**src/rtl/rotary_input_conditioner.sv**
```systemverilog
// Rotary encoder / push-button input conditioner.
// Brings raw asynchronous pins into clk, then debounces each channel with a
// shared sample tick and per-channel saturating stability counters. Produces
// clean levels plus a one-cycle strobe coincident with every level change.
module rotary_input_conditioner #(
    parameter int WIDTH          = 3,
    parameter int SYNC_STAGES    = 2,
    parameter int SAMPLE_CNT_MAX = 25000,
    parameter int PULSE_CNT_MAX  = 16
) (
    input  logic             clk,
    input  logic             rst,
    input  logic [WIDTH-1:0] raw_in,
    output logic [WIDTH-1:0] debounced,
    output logic [WIDTH-1:0] toggled,
    output logic             sample_tick
);

    localparam int TICK_W = $clog2(SAMPLE_CNT_MAX);
    localparam int STAB_W = $clog2(PULSE_CNT_MAX + 1);

    localparam logic [TICK_W-1:0] TICK_LAST = TICK_W'(SAMPLE_CNT_MAX - 1);
    localparam logic [STAB_W-1:0] STAB_LAST = STAB_W'(PULSE_CNT_MAX - 1);

    logic [WIDTH-1:0]  r_sync [SYNC_STAGES];
    logic [WIDTH-1:0]  w_sync;
    logic [TICK_W-1:0] r_tick_cnt;
    logic              w_tick;
    logic [STAB_W-1:0] r_stab [WIDTH];
    logic [WIDTH-1:0]  r_deb;
    logic [WIDTH-1:0]  r_tog;

    // Multi-flop synchronizer chain per channel; stage 0 is the only one
    // that may go metastable.
    always_ff @(posedge clk or posedge rst) begin
        if (rst) begin
            for (int s = 0; s < SYNC_STAGES; s++) begin
                r_sync[s] <= '0;
            end
        end else begin
            r_sync[0] <= raw_in;
            for (int s = 1; s < SYNC_STAGES; s++) begin
                r_sync[s] <= r_sync[s-1];
            end
        end
    end

    assign w_sync = r_sync[SYNC_STAGES-1];

    // Free-running sample-period counter, wraps after its terminal count.
    always_ff @(posedge clk or posedge rst) begin
        if (rst) begin
            r_tick_cnt <= '0;
        end else if (w_tick) begin
            r_tick_cnt <= '0;
        end else begin
            r_tick_cnt <= r_tick_cnt + TICK_W'(1);
        end
    end

    // Tick decoded straight from the counter so it aligns with the sampling
    // edge of the stability counters below.
    assign w_tick      = (r_tick_cnt == TICK_LAST);
    assign sample_tick = w_tick;

    // Per-channel qualification: any sample that agrees with the current
    // level restarts the count, so rising and falling edges are treated
    // identically and a bounce back to the old level costs a full restart.
    always_ff @(posedge clk or posedge rst) begin
        if (rst) begin
            for (int i = 0; i < WIDTH; i++) begin
                r_stab[i] <= '0;
            end
            r_deb <= '0;
            r_tog <= '0;
        end else begin
            r_tog <= '0;
            if (w_tick) begin
                for (int i = 0; i < WIDTH; i++) begin
                    if (w_sync[i] == r_deb[i]) begin
                        r_stab[i] <= '0;
                    end else if (r_stab[i] == STAB_LAST) begin
                        r_deb[i]  <= ~r_deb[i];
                        r_tog[i]  <= 1'b1;
                        r_stab[i] <= '0;
                    end else begin
                        r_stab[i] <= r_stab[i] + STAB_W'(1);
                    end
                end
            end
        end
    end

    assign debounced = r_deb;
    assign toggled   = r_tog;

endmodule

```
**config.mk**
```make
export PLATFORM = sky130hd
export DESIGN_NAME = rotary_input_conditioner
export DESIGN_NICKNAME = d
export VERILOG_FILES = /design/src/rtl/rotary_input_conditioner.sv
export SDC_FILE = /design/constraint.sdc
export NUM_CORES = 1
export LEC_CHECK = 0
export ABC_AREA = 1
export BUFFER_PORTS_ARGS = -buffer_cell sky130_fd_sc_hd__buf_2
export CORE_ASPECT_RATIO = 0.8
export CORE_MARGIN = 10
export CORE_UTILIZATION = 45
export CTS_BUF_LIST = sky130_fd_sc_hd__clkbuf_8
export DETAILED_ROUTE_END_ITERATION = 12
export RECOVER_POWER = 100
export SLEW_MARGIN = 20
export SYNTH_ARGS = -nofsm -noshare
export SYNTH_HDL_FRONTEND = slang
export SYNTH_SLANG_ARGS = --single-unit
```
**constraint.sdc**
```tcl
create_clock -name clk -period 1.6 [get_ports clk]
set_input_delay 0.32 -clock clk [delete_from_list [all_inputs] [get_ports clk]]
set_output_delay 0.32 -clock clk [all_outputs]
set_load 0.005 [all_outputs]
```
==> impl_metrics.yaml <==
timing:
  slew_headroom: 0.314
  finalSetupViolations: 1
  hold_viol_final: 0
  max_freq_mhz: 621
  slew_viol_final: 0
  fin_worst_skew_ns: 0.00482
  postLayoutSetupSlackWorst_ns: -0.00952
  rsz0062_at_grt: "true"
  layout_min_cycle_time_ns: 1.61
  whs_ns: 0.132
  worst-slew-pin-transition_ns: 1.03
  period_share: 1.01
worst_setup_path:
  crit_arrival_ns: 1.29
  r2r-start: "r_tick_cnt[1]$_DFF_PP0_"
  crit_path_cell_trace: "ha_2 > nand2_2 > clkinv_4 > nand3b_4 > nor2_8 > buf_6"
  critical_path.max_stage_delay_ns: 0.40
  r2r_cells: 10
  cp_max_fo: 2
  critPathRequiredTime_ns: 1.28
  end_kind: "output pin"
  crit_path_top_delay_cell: "dfrtp_1"
  r2r_slack_ns: 0.07
  cp-start-kind: "flop"
  path_class: "flop to output pin"
  regToRegEndpoint: "debounced[0]$_DFFE_PP0P_"
place:
  dpl.cell_count: 330
  postPlaceCellArea_sq_mm: 0.00239
  dpl.hpwl_microns: 3020
  portBuffers: 11
  dpl_worst_slack_ns: 0.0283
  place.gp.congestion: 0.820
floorplanning:
  die_y_microns: 82.9
  die_x_microns: 98.6
  die-area_sq_mm: 0.00817
  core_sq_mm: 0.00468
  pin_count: 12
  fp-row-count: 22
  initial_utilization: 0.475
cts:
  clk_latency_ns: 0.29
  clk_pin_slew_ns: 0.08
  cts_tree: "built"
  ctsRootBufferMaster: "clkbuf_8"
  cts.sinks: 42
  h-tree-depth: 2
  ctsHoldBuffers: 0
  cts_buffers: 5
  clockBufferDepth: 2
global_routing:
  grt_pass1_vias: 1586
  gr-total-overflow: 0
  antenna_found_initial: 0
  grt_pass1_wl_microns: 7320
  grt_max_degree: 43
  grt.total_usage: 0.105
cells_and_area:
  design_area_sq_mm: 0.00255
  synthToLayoutAreaGrowth_pct: 14.5
  layout_commonest_cell: "nand2_1"
  num_antenna_cells: 0
  nets: 298
  layout_common_cells: "nand2_1 (52), dfrtp_1 (41), nor2_1 (36)"
  instances_no_fill: 350
  drive_gt1_frac: 0.252
detailed_routing:
  drc: 0
  wl_microns: 4200
  final_antenna_net_count: 0
  num_vias: 1617
  wl_per_cell_microns: 12.0
  vias_per_cell: 4.62
  initialDrtViolationCount: 56
  first_pass_iters: 4
synthesis:
  netlist.area_leader.share: 0.473
  syn_area_per_cell_sq_um: 8.69
  synth_warnings: 0
  synthesis.nets: 265
  yosysSeqAreaShare: 0.473
  yosysTopAreaCell: "dfrtp_1"
  synth_cell_type_count: 29
  syn_inst: 256
  netlist_area_sq_mm: 0.00222
  synthTopCellsByArea: "dfrtp_1 (47%), nand2_1 (7.8%), nor2_1 (6.2%)"
  synth-seq-cells: 42
min_path:
  holdPathEnd: "r_sync[3]$_DFF_PP0_"
  min_path_cells: 1
  hold_path.startpoint: "raw_in[0]"
  hp-class: "input pin to flop"
power_and_ir_drop:
  power_density_mw_per_mm2: 713
  leakage_nw: 1.33
  vdd_drop_max_v: 0.000552
outcome:
  violations: "setup timing"
  outcome: "finished with violations"
job:
  maxCapViolations: 0
## how the worst max path moves through the flow
stage	startpoint	endpoint	slack, ns	depth (start not counted)
3_5_place_dp	r_tick_cnt[0]$_DFF_PP0_	sample_tick	0.03	6
5_1_grt	r_tick_cnt[0]$_DFF_PP0_	sample_tick	-0.07	6
4_1_cts	r_tick_cnt[1]$_DFF_PP0_	sample_tick	-0.01	6
3_3_place_gp	r_tick_cnt[0]$_DFF_PP0_	sample_tick	0.07	6
2_1_floorplan	r_tick_cnt[0]$_DFF_PP0_	sample_tick	0.25	5
6_report	r_tick_cnt[1]$_DFF_PP0_	sample_tick	-0.01	6
## through the flow
stage          setup TNS [ns]  utilization  total power [mW]
2_1_floorplan               0            -              1.12
3_3_place_gp                0        0.511              1.14
3_5_place_dp                0        0.511              1.14
4_1_cts               -0.0105        0.555              1.86
5_1_grt                -0.166        0.544              1.90
6_report             -0.00952        0.544              1.81
## repair_timing
action / CTS / global route
pin swaps: 4 / 0
setup endpoints to repair: 1 / 7
buffers inserted: 12 / 0
gates resized for setup: 10 / 4
## registers in the layout, indices dropped and copies added (netlist names)
register / count
r_sync: 3
debounced: 3
r_stab: 15
w_sync: 3
r_tick_cnt: 15
toggled: 3
## Yosys cell counts, drive strengths merged
| master | instances |
|---|---|
| xnor2 | 4 |
| nor2 | 43 |
| ha | 4 |
| o21ai | 14 |
| nor3 | 8 |
| dfrtp | 42 |
| or2 | 2 |
| clkinv | 2 |
| nand2 | 62 |
| inv | 36 |
| xor2 | 9 |
| a21oi | 4 |
| nand4 | 7 |
| nand3 | 15 |
| buf | 2 |
| nand3b | 2 |
## worst max-delay path, delay by kind of cell, from the launching register on
| kind | cells | cell delay (ns) |
|---|---|---|
| buffers and inverters | 2 | 0.18 |
| DFF | 1 | 0.40 |
| and+or+nand+nor | 3 | 0.23 |
| adders and majority gates | 1 | 0.20 |
## logic make-up after synthesis
logic type	count (synthesis)	synth area share
AND/OR/NAND/NOR	139	0.323
adder cells (fa/ha/maj)	4	0.0225
flip-flops	42	0.473
buffers and inverters	40	0.0765
AO/OA/AOI/OAI	18	0.0540
XOR/XNOR	13	0.0512
## layer usage
layer	up-vias	global-route usage	part of all wire
li1	863	-	-
met1	732	0.152	0.54
met2	17	0.151	0.41
met3	5	0.0323	0.043
met4	0	0.0155	0.0067
met5	-	0	0
## final cells by class
cell class                      count  area [sq um]
Clock buffer                        6          82.6
Clock inverter                      2          8.76
Fill cell                         442          2130
Inverter                           38           153
Multi-Input combinational cell    174           980
Sequential cell                    42          1050
Tap cell                           60          75.1
Timing Repair Buffer               28           195
## where the power goes
| group | switching (mW) | total [mW] | internal (mW) |
|---|---|---|---|
| sequential | 0.00360 | 1.07 | 1.07 |
| combinational | 0.0273 | 0.0342 | 0.00688 |
| clock | 0.367 | 0.709 | 0.342 |
Power figures use the tool's default switching activity.
